`config.mk`:
```
export PLATFORM = sky130hd
export DESIGN_NAME = sa_wresp_channel
export DESIGN_NICKNAME = d
export VERILOG_FILES = /design/src/rtl/sa_wresp_channel_pkg.sv /design/src/rtl/sa_wresp_channel_fifo.sv /design/src/rtl/sa_wresp_channel.sv
export SDC_FILE = /design/constraint.sdc
export NUM_CORES = 1
export LEC_CHECK = 0
export CAP_MARGIN = 20
export CORE_MARGIN = 8
export CORE_UTILIZATION = 35
export DETAILED_ROUTE_END_ITERATION = 8
export PLACE_DENSITY_LB_ADDON = 0.12
export SETUP_SLACK_MARGIN = 0.02
export SLEW_MARGIN = 30
export SYNTH_ARGS = -nofsm -noshare
export SYNTH_HDL_FRONTEND = slang
export SYNTH_HIERARCHICAL = 1
export SYNTH_SLANG_ARGS = --single-unit
```
`constraint.sdc`:
```
create_clock -name ACLK_i -period 4.7 [get_ports ACLK_i]
set_input_delay 0.47 -clock ACLK_i [delete_from_list [all_inputs] [get_ports ACLK_i]]
set_output_delay 0.47 -clock ACLK_i [all_outputs]
set_load 0.03 [all_outputs]
```
`src/rtl/sa_wresp_channel_pkg.sv`:
```
// Shared widths and helpers for the slave-side write-response router.
// Defaults describe the standard two-master, eight-outstanding configuration.
package sa_wresp_channel_pkg;

    localparam int unsigned DEF_MST_AMT         = 2;
    localparam int unsigned DEF_OUTSTANDING_AMT = 8;
    localparam int unsigned DEF_TRANS_MST_ID_W  = 5;
    localparam int unsigned DEF_TRANS_WR_RESP_W = 2;

    // Index width that never collapses to zero bits for a single master.
    function automatic int unsigned idx_width(input int unsigned n);
        return (n > 1) ? $clog2(n) : 1;
    endfunction

    function automatic int unsigned resp_info_width(input int unsigned id_w,
                                                    input int unsigned resp_w);
        return id_w + resp_w;
    endfunction

    localparam int unsigned DEF_MST_ID_W    = idx_width(DEF_MST_AMT);
    localparam int unsigned DEF_RESP_INFO_W = resp_info_width(DEF_TRANS_MST_ID_W,
                                                              DEF_TRANS_WR_RESP_W);

endpackage

```
`src/rtl/sa_wresp_channel_fifo.sv`:
```
// Synchronous FIFO with registered full/empty flags and no write-to-read bypass.
// A pop in the same cycle frees a slot for a push even when full.
module sa_wresp_channel_fifo #(
    parameter int unsigned DATA_WIDTH = 1,
    parameter int unsigned FIFO_WIDTH = 8
) (
    input  logic                  clk_i,
    input  logic                  rst_ni,
    input  logic                  wr_en_i,
    input  logic [DATA_WIDTH-1:0] wr_data_i,
    input  logic                  rd_en_i,
    output logic [DATA_WIDTH-1:0] rd_data_o,
    output logic                  full_o,
    output logic                  empty_o
);

    localparam int unsigned PTR_W = (FIFO_WIDTH > 1) ? $clog2(FIFO_WIDTH) : 1;
    localparam int unsigned CNT_W = $clog2(FIFO_WIDTH + 1);

    logic [DATA_WIDTH-1:0] mem_q [FIFO_WIDTH];
    logic [DATA_WIDTH-1:0] mem_d [FIFO_WIDTH];
    logic [PTR_W-1:0]      wr_ptr_q, wr_ptr_d;
    logic [PTR_W-1:0]      rd_ptr_q, rd_ptr_d;
    logic [CNT_W-1:0]      cnt_q, cnt_d;
    logic                  full_q, full_d;
    logic                  empty_q, empty_d;
    logic                  push, pop;

    function automatic logic [PTR_W-1:0] ptr_inc(input logic [PTR_W-1:0] p);
        return (p == PTR_W'(FIFO_WIDTH - 1)) ? '0 : p + 1'b1;
    endfunction

    assign pop  = rd_en_i & ~empty_q;
    assign push = wr_en_i & (~full_q | pop);

    always_comb begin
        mem_d    = mem_q;
        wr_ptr_d = wr_ptr_q;
        rd_ptr_d = rd_ptr_q;
        cnt_d    = cnt_q;
        if (push) begin
            mem_d[wr_ptr_q] = wr_data_i;
            wr_ptr_d        = ptr_inc(wr_ptr_q);
        end
        if (pop) begin
            rd_ptr_d = ptr_inc(rd_ptr_q);
        end
        unique case ({push, pop})
            2'b10:   cnt_d = cnt_q + 1'b1;
            2'b01:   cnt_d = cnt_q - 1'b1;
            default: cnt_d = cnt_q;
        endcase
        full_d  = (cnt_d == CNT_W'(FIFO_WIDTH));
        empty_d = (cnt_d == '0);
    end

    always_ff @(posedge clk_i or negedge rst_ni) begin
        if (!rst_ni) begin
            for (int unsigned i = 0; i < FIFO_WIDTH; i++) begin
                mem_q[i] <= '0;
            end
            wr_ptr_q <= '0;
            rd_ptr_q <= '0;
            cnt_q    <= '0;
            full_q   <= 1'b0;
            empty_q  <= 1'b1;
        end else begin
            mem_q    <= mem_d;
            wr_ptr_q <= wr_ptr_d;
            rd_ptr_q <= rd_ptr_d;
            cnt_q    <= cnt_d;
            full_q   <= full_d;
            empty_q  <= empty_d;
        end
    end

    assign rd_data_o = mem_q[rd_ptr_q];
    assign full_o    = full_q;
    assign empty_o   = empty_q;

endmodule

```
`src/rtl/sa_wresp_channel.sv`:
```
// Steers slave B responses to the owning master's dispatcher, using AW-grant
// order recorded in a FIFO, through a single registered output stage.
module sa_wresp_channel
    import sa_wresp_channel_pkg::*;
#(
    parameter int unsigned MST_AMT         = DEF_MST_AMT,
    parameter int unsigned OUTSTANDING_AMT = DEF_OUTSTANDING_AMT,
    parameter int unsigned TRANS_MST_ID_W  = DEF_TRANS_MST_ID_W,
    parameter int unsigned TRANS_WR_RESP_W = DEF_TRANS_WR_RESP_W,
    parameter int unsigned MST_ID_W        = idx_width(MST_AMT)
) (
    input  logic                                 ACLK_i,
    input  logic                                 ARESETn_i,
    input  logic [MST_ID_W-1:0]                  sa_AW_mst_id_i,
    input  logic                                 sa_AW_shift_en_i,
    output logic                                 sa_AW_ord_full_o,
    input  logic [TRANS_MST_ID_W-1:0]            s_BID_i,
    input  logic [TRANS_WR_RESP_W-1:0]           s_BRESP_i,
    input  logic                                 s_BVALID_i,
    output logic                                 s_BREADY_o,
    output logic [TRANS_MST_ID_W*MST_AMT-1:0]    dsp_BID_o,
    output logic [TRANS_WR_RESP_W*MST_AMT-1:0]   dsp_BRESP_o,
    output logic [MST_AMT-1:0]                   dsp_BVALID_o,
    input  logic [MST_AMT-1:0]                   dsp_BREADY_i
);

    localparam int unsigned RESP_INFO_W = resp_info_width(TRANS_MST_ID_W, TRANS_WR_RESP_W);

    logic                   ord_full;
    logic                   ord_empty;
    logic [MST_ID_W-1:0]    head_idx;

    logic                   out_valid_q, out_valid_d;
    logic [MST_ID_W-1:0]    out_idx_q, out_idx_d;
    logic [RESP_INFO_W-1:0] out_info_q, out_info_d;

    logic                   out_accept;
    logic                   out_free;
    logic                   b_hs;

    sa_wresp_channel_fifo #(
        .DATA_WIDTH (MST_ID_W),
        .FIFO_WIDTH (OUTSTANDING_AMT)
    ) u_ord_fifo (
        .clk_i     (ACLK_i),
        .rst_ni    (ARESETn_i),
        .wr_en_i   (sa_AW_shift_en_i),
        .wr_data_i (sa_AW_mst_id_i),
        .rd_en_i   (b_hs),
        .rd_data_o (head_idx),
        .full_o    (ord_full),
        .empty_o   (ord_empty)
    );

    // Refill in the same cycle the current response drains keeps 1 resp/cycle.
    assign out_accept = out_valid_q & dsp_BREADY_i[out_idx_q];
    assign out_free   = ~out_valid_q | out_accept;
    assign s_BREADY_o = ~ord_empty & out_free;
    assign b_hs       = s_BVALID_i & s_BREADY_o;

    assign sa_AW_ord_full_o = ord_full;

    always_comb begin
        out_valid_d = out_valid_q;
        out_idx_d   = out_idx_q;
        out_info_d  = out_info_q;
        if (b_hs) begin
            out_valid_d = 1'b1;
            out_idx_d   = head_idx;
            out_info_d  = {s_BID_i, s_BRESP_i};
        end else if (out_accept) begin
            out_valid_d = 1'b0;
        end
    end

    always_ff @(posedge ACLK_i or negedge ARESETn_i) begin
        if (!ARESETn_i) begin
            out_valid_q <= 1'b0;
            out_idx_q   <= '0;
            out_info_q  <= '0;
        end else begin
            out_valid_q <= out_valid_d;
            out_idx_q   <= out_idx_d;
            out_info_q  <= out_info_d;
        end
    end

    // Only the owning master's slice carries the payload; the rest read zero.
    always_comb begin
        dsp_BVALID_o = '0;
        dsp_BID_o    = '0;
        dsp_BRESP_o  = '0;
        for (int unsigned i = 0; i < MST_AMT; i++) begin
            if (out_valid_q && (out_idx_q == MST_ID_W'(i))) begin
                dsp_BVALID_o[i] = 1'b1;
                dsp_BID_o[i*TRANS_MST_ID_W +: TRANS_MST_ID_W] =
                    out_info_q[RESP_INFO_W-1 -: TRANS_MST_ID_W];
                dsp_BRESP_o[i*TRANS_WR_RESP_W +: TRANS_WR_RESP_W] =
                    out_info_q[TRANS_WR_RESP_W-1:0];
            end
        end
    end

endmodule

```
Word level (Yosys, flattened, before mapping)
Cells that the tools add are included.

storage, ports and cells
  bits in registers = 29
  bits of input ports = 14

operators by class
  add/subtract/negate cells = 4
  order comparisons = 4
  eq/ne operators = 5
  mux-type cells = 19
  bitwise gates (word level) = 13
  reductions and logical operators = 5

operators by type and width
  operator                                                              number
  5-bit two-way mux                                                     2
  1-bit two-way mux                                                     9
  8-bit bitwise mux                                                     1
  4-bit greater-or-equal comparator, second input constant              2
  3-bit inverter with 4-bit output                                      2
  4-bit case mux with 2 select lines                                    1
  3-bit by 1-bit adder with 3-bit output, second input constant         2
  3-bit == test, second input constant                                  2
  3-bit two-way mux                                                     2
  1-bit AND                                                             5
  4-bit by 1-bit adder with 4-bit output, second input constant         1
  4-bit == test, second input constant                                  1
  4-bit logical NOT                                                     1
  4-bit by 1-bit < comparator with 1-bit output, second input constant  1
  2-bit two-way mux                                                     2
  1-bit inverter                                                        4
  4-bit by 1-bit subtractor with 4-bit output, second input constant    1
  1-bit binary-select mux with 3-bit select                             1
  1-bit demux with 3-bit select                                         1
  1-bit logical AND                                                     3
  2-bit by 1-bit == test with 1-bit output, second input constant       1
  2-bit == test, second input constant                                  1
  1-bit by 2-bit < comparator with 1-bit output, second input constant  1
  1-bit bitwise OR                                                      2
  2-bit nonzero test                                                    1

Logic depth before layout (Yosys ltp)
  depth in word-level cells = 12
  depth in mapped cells = 12

Cells and area by module
Netlist, hierarchy kept.

modules (own cells, without submodules)
  module                 times used  cells an instance  area each (µm²)  seq. area each (µm²)
  sa_wresp_channel_fifo  1           102                1176.1           501.7
  sa_wresp_channel       1           45                 494.2            225.2

Worst setup path after synthesis
Ideal clock, no wire load.

  path type = register to register
  start point = register out_idx_q
  end point = register u_ord_fifo.full_q, in the netlist u_ord_fifo/full_o
  arrival = 2.531 ns
  data required time = 4.580 ns
  slack = 2.049 ns
  cell stages (with the launch flop) = 13
  buffers on the path = 0
  cells stage by stage = dfrtp_1 -> mux2i_2 -> a21oi_4 -> nand2b_4 -> a21boi_4 -> inv_4 -> ha_1 -> xor2_1 -> ha_1 -> a21oi_1 -> xnor2_1 -> xnor2_1 -> a41o_1

between the ends
  cells in the longest elaborated chain, start to end = 12
  elaborated cells on any way between the ends = 13
  classes of those cells = 3 x eq/ne; 3 x mux; 7 x bitwise

ends and longest elaborated chain
  what                                                                       RTL line                     source
  start, declared                                                            sa_wresp_channel.sv:34       logic [MST_ID_W-1:0] out_idx_q, out_idx_d;
  start signal, assigned                                                     sa_wresp_channel.sv:83       out_idx_q <= out_idx_d;
  1-bit two-way mux (not written as such) * (2 in a row)                     sa_wresp_channel.sv:56       assign out_accept = out_valid_q & dsp_BREADY_i[out_idx_q];
  1-bit AND *                                                                sa_wresp_channel.sv:56
  1-bit bitwise OR *                                                         sa_wresp_channel.sv:57       assign out_free = ~out_valid_q | out_accept;
  1-bit AND *                                                                sa_wresp_channel.sv:58       assign s_BREADY_o = ~ord_empty & out_free;
  1-bit AND *                                                                sa_wresp_channel.sv:59       assign b_hs = s_BVALID_i & s_BREADY_o;
  named net b_hs                                                             sa_wresp_channel.sv:39       logic b_hs;
  1-bit AND *                                                                sa_wresp_channel_fifo.sv:33  assign pop = rd_en_i & ~empty_q;
  1-bit bitwise OR                                                           sa_wresp_channel_fifo.sv:34  assign push = wr_en_i & (~full_q | pop);
  1-bit AND                                                                  sa_wresp_channel_fifo.sv:34
  2-bit by 1-bit == test with 1-bit output or 2-bit == test (tied branches)  sa_wresp_channel_fifo.sv:48  unique case ({push, pop})
  4-bit case mux with 2 select lines *                                       sa_wresp_channel_fifo.sv:48
  4-bit == test *                                                            sa_wresp_channel_fifo.sv:53  full_d = (cnt_d == CNT_W'(FIFO_WIDTH));
  named net u_ord_fifo.full_d                                                sa_wresp_channel_fifo.sv:25  logic full_q, full_d;
  end signal, assigned                                                       sa_wresp_channel_fifo.sv:72  full_q <= full_d;
  end, declared                                                              sa_wresp_channel_fifo.sv:25

Mark *: on every way through the listed nets, which the timed path passes. The rest lies on a longest branch. The select of a mux whose other input is x is not followed.
A chain may end at the register's enable or synchronous reset.

Final worst setup path
  start point = input dsp_BREADY_i[0]
  end point = register u_ord_fifo.empty_q, in the netlist u_ord_fifo/empty_o

between the ends
  cells in the longest elaborated chain, start to end = 12
  elaborated cells on any way between the ends = 13
  classes of those cells = 2 x eq/ne; 3 x mux; 7 x bitwise; 1 x reduce/logical

ends and longest elaborated chain
  what                                                                       RTL line                     source
  start, declared                                                            sa_wresp_channel.sv:24       input logic [MST_AMT-1:0] dsp_BREADY_i
  1-bit two-way mux (not written as such) * (2 in a row)                     sa_wresp_channel.sv:56
  1-bit AND *                                                                sa_wresp_channel.sv:56
  1-bit bitwise OR *                                                         sa_wresp_channel.sv:57
  1-bit AND *                                                                sa_wresp_channel.sv:58
  1-bit AND *                                                                sa_wresp_channel.sv:59
  named net b_hs                                                             sa_wresp_channel.sv:39
  1-bit AND *                                                                sa_wresp_channel_fifo.sv:33
  1-bit bitwise OR                                                           sa_wresp_channel_fifo.sv:34
  1-bit AND                                                                  sa_wresp_channel_fifo.sv:34
  2-bit by 1-bit == test with 1-bit output or 2-bit == test (tied branches)  sa_wresp_channel_fifo.sv:48
  4-bit case mux with 2 select lines *                                       sa_wresp_channel_fifo.sv:48
  4-bit logical NOT *                                                        sa_wresp_channel_fifo.sv:54  empty_d = (cnt_d == '0);
  named net u_ord_fifo.empty_d                                               sa_wresp_channel_fifo.sv:26  logic empty_q, empty_d;
  end signal, assigned                                                       sa_wresp_channel_fifo.sv:73  empty_q <= empty_d;
  end, declared                                                              sa_wresp_channel_fifo.sv:26

Marked as above.

==> impl_metrics.tcl <==
set metrics [dict create \
    setup_ws_ns 1.56 \
    core_area_um2 4660 \
    p_leak_uw 0.000939 \
    worst_pin_slew_ns 0.426 \
    clock_skew_ns 0.00680 \
    hp-class "reg -> reg" \
    reg2reg_slack_ns 1.63 \
    n_antenna_cell 0 \
    track_usage_pct 11.1 \
    crit_type "in -> reg" \
    ys_ff_latch 29 \
    status "finished, final reports clean" \
    htree_levels 2 \
    cts_root_buffer "clkbuf_8" \
    grt-ovfl-total 0 \
    peakVddDrop_v 0.000301 \
    critPathMaxStageDelay_ns 0.50 \
    crit_chain "clkdlybuf4s50_1, mux2i_2, a21oi_4, nand2b_4, a21boi_4, inv_4, ha_1, xor2_1, ha_1, a21oi_1, xnor2_1, xnor2_1, o32ai_1" \
    placed_cell_area_um2 2040 \
    cp-end-kind "register" \
    clkTransAtPathRegs_ns 0.07 \
    crit_buf_inv 2 \
    min_to "u_ord_fifo/mem_q[6]" \
    gp_congestion 0.754 \
    initial_core_util_pct 35.8 \
    routed_via_density 5.26 \
    ant_nets 0 \
    routedWlPerCell_um 15.9 \
    initialDrtViolationCount 45 \
    die_y_um 85.1 \
    fmax_mhz 319 \
    hold_path_startpoint "u_ord_fifo/mem_q[6]" \
    cp_max_fo 9 \
    nets 202 \
    finalCritPeriodShare_pct 66.8 \
    rr_startpoint "out_idx_q" \
    io_pins 32 \
    cts_buffer_depth 2 \
    path_delay_family "compound AO/OA/AOI/OAI gates" \
    setup_viol 0 \
    critPathLaunch "dsp_BREADY_i[0]" \
    max_slew_margin_pct 71.5 \
    fp.dieW_um 85.1 \
    synthArstFlopShare_pct 100 \
    r2r_cells 12 \
    synth.net_count 168 \
    grt_antenna_before_repair 0 \
    numPortBuffers 31 \
    clk_latency_ns 0.28 \
    fin_setup_tns_ns 0 \
    finalInstanceArea_um2 2150 \
    fp-row-count 25 \
    critPathSlowestCell "clkdlybuf4s50_1" \
    cts_tree "built" \
    reg2reg_to "u_ord_fifo/empty_o" \
    ys_warn_count 6 \
    startpoint_type "input pin" \
    dr_total_vias 1242 \
    drv_cap 0 \
    drive_above_1_share_pct 19.2 \
    syn_area_per_cell_um2 11.4 \
    die_area_um2 7240 \
    netlist_instances 147 \
    synth_flop_cell "dfrtp_1" \
    cp.arrival_ns 3.32 \
    grt_first_pass_wirelength_um 6310 \
    routed_wl_um 3760 \
    numCtsBuffers 5 \
    synth.distinct_cells 42 \
    cts_setup_buffers 0 \
    grt_pass1_vias 1257 \
    post-place-ws_ns 1.27 \
    dpl.hpwl_um 2860 \
    ys_seq_area_share_pct 43.5 \
    critPathRequiredTime_ns 4.88 \
    rsz0062_at_grt "no" \
    syn_area_um2 1670 \
    first_pass_iters 4 \
    power_density_nw_per_um2 772 \
    clock-sinks 29 \
    area_delta_synth_final_pct 28.9 \
    hold_depth 1 \
    grt_max_degree 30 \
    synth_edf_count 0 \
    drc 0 \
    cts_resized 0 \
    post-route-min-period_ns 3.14 \
    cts_hold_buf 0 \
    hold_viol_final 0 \
    slew_violations 0 \
]
==> kinds of logic (layout without fill, tap and decap cells) <==
family | after synthesis | after routing | synth area share [%]
simple gates | 57 | 57 | 21.3
buf+inv | 10 | 45 | 2.40
compound gates | 17 | 17 | 8.91
mux | 20 | 20 | 15.0
fa+ha+maj | 7 | 7 | 5.24
flops | 29 | 29 | 43.5
xor+xnor | 7 | 7 | 3.67
==> worst reg2reg max path, stage by stage, from the launching register on <==
cell      delay [ns]
dfrtp_1         0.50
mux2i_2         0.24
a21oi_4         0.34
nand2b_4        0.13
a21boi_4        0.30
inv_4           0.11
ha_1            0.28
xor2_1          0.16
ha_1            0.19
a21oi_1         0.15
xnor2_1         0.21
xnor2_1         0.10
o32ai_1         0.26
==> synthesized netlist by cell type (2+ instances only) <==
library cell / instances / area share, %
nor2_1: 4 / 0.90
inv_1: 4 / 0.90
nor3_1: 2 / 0.60
nand4b_1: 3 / 1.6
a21oi_1: 4 / 1.2
and3_1: 7 / 2.6
mux4_2: 2 / 2.7
nor2b_1: 6 / 2.2
mux2_2: 16 / 11
xnor2_1: 6 / 3.1
dfrtp_1: 28 / 42
nand2_1: 15 / 3.4
nand3_1: 2 / 0.60
ha_1: 7 / 5.2
a21o_1: 3 / 1.3
clkbuf_1: 5 / 1.1
and2_1: 8 / 3.0
==> worst max-delay path by stage <==
stage | endpoint | slack [ns] | cells after the start
after floorplan | u_ord_fifo/full_o | 2.05 | 12
after global placement | u_ord_fifo/empty_o | 1.35 | 13
after detailed placement | u_ord_fifo/full_o | 1.27 | 13
after CTS | u_ord_fifo/empty_o | 1.56 | 13
after global routing | u_ord_fifo/empty_o | 1.37 | 13
final | u_ord_fifo/empty_o | 1.56 | 13
==> stage by stage <==
| step | hold slack (ns) | total power (uW) | cells | utilization [%] |
|---|---|---|---|---|
| 2_1_floorplan | 0.174 | 1140 | 147 | - |
| 5_1_grt | 0.528 | 1780 | 236 | 46.2 |
| 4_1_cts | 0.501 | 1690 | 236 | 46.2 |
| 6_report | 0.503 | 1660 | 236 | 46.2 |
| 3_5_place_dp | 0.486 | 1410 | 228 | 43.7 |
| 3_3_place_gp | 0.486 | 1390 | 228 | 43.7 |
==> final cells by class <==
cell class | count | area, um2
fillers | 430 | 2510
well taps | 54 | 67.6
repair buffers | 32 | 318
inverters | 5 | 21.3
clock inverters | 1 | 30.0
flip-flops and latches | 29 | 727
clock buffers | 7 | 86.3
multi-input cells | 108 | 903
==> layer usage <==
metal | up-vias | GRT usage [%] | share of wire [%]
li1 | 591 | - | -
met4 | 0 | 5.34 | 1.6
met2 | 17 | 18.7 | 52
met1 | 628 | 12.5 | 43
met3 | 6 | 3.38 | 3.9
met5 | - | 0 | 0
==> cell usage in the layout, fill, tap and decap left out, types with 3 or more instances in the layout <==
master	n
xnor2_1	6
dfrtp_1	28
a21oi_1	4
and2_1	8
ha_1	7
inv_1	4
clkdlybuf4s50_1	31
and3_1	7
nand2_1	15
mux2_2	16
a21o_1	3
nor2_1	4
nand4b_1	3
nor2b_1	6
clkbuf_8	6
==> state kept, by name (all words and copies together) (netlist names) <==
register	cells
out_idx_q	1
out_info_q	7
out_valid_q	1
u_ord_fifo/cnt_q	4
u_ord_fifo/empty_o	1
u_ord_fifo/full_o	1
u_ord_fifo/mem_q	8
u_ord_fifo/rd_ptr_q	3
u_ord_fifo/wr_ptr_q	3
==> where the power goes <==
part           internal [uW]  total (uW)  leakage [uW]  switching, uW
clock network            173         266     0.0000585           93.3
logic                    437         859      0.000535            422
registers                379         538      0.000346            159
total                    989        1660      0.000939            674
Power figures use the tool's default switching activity.
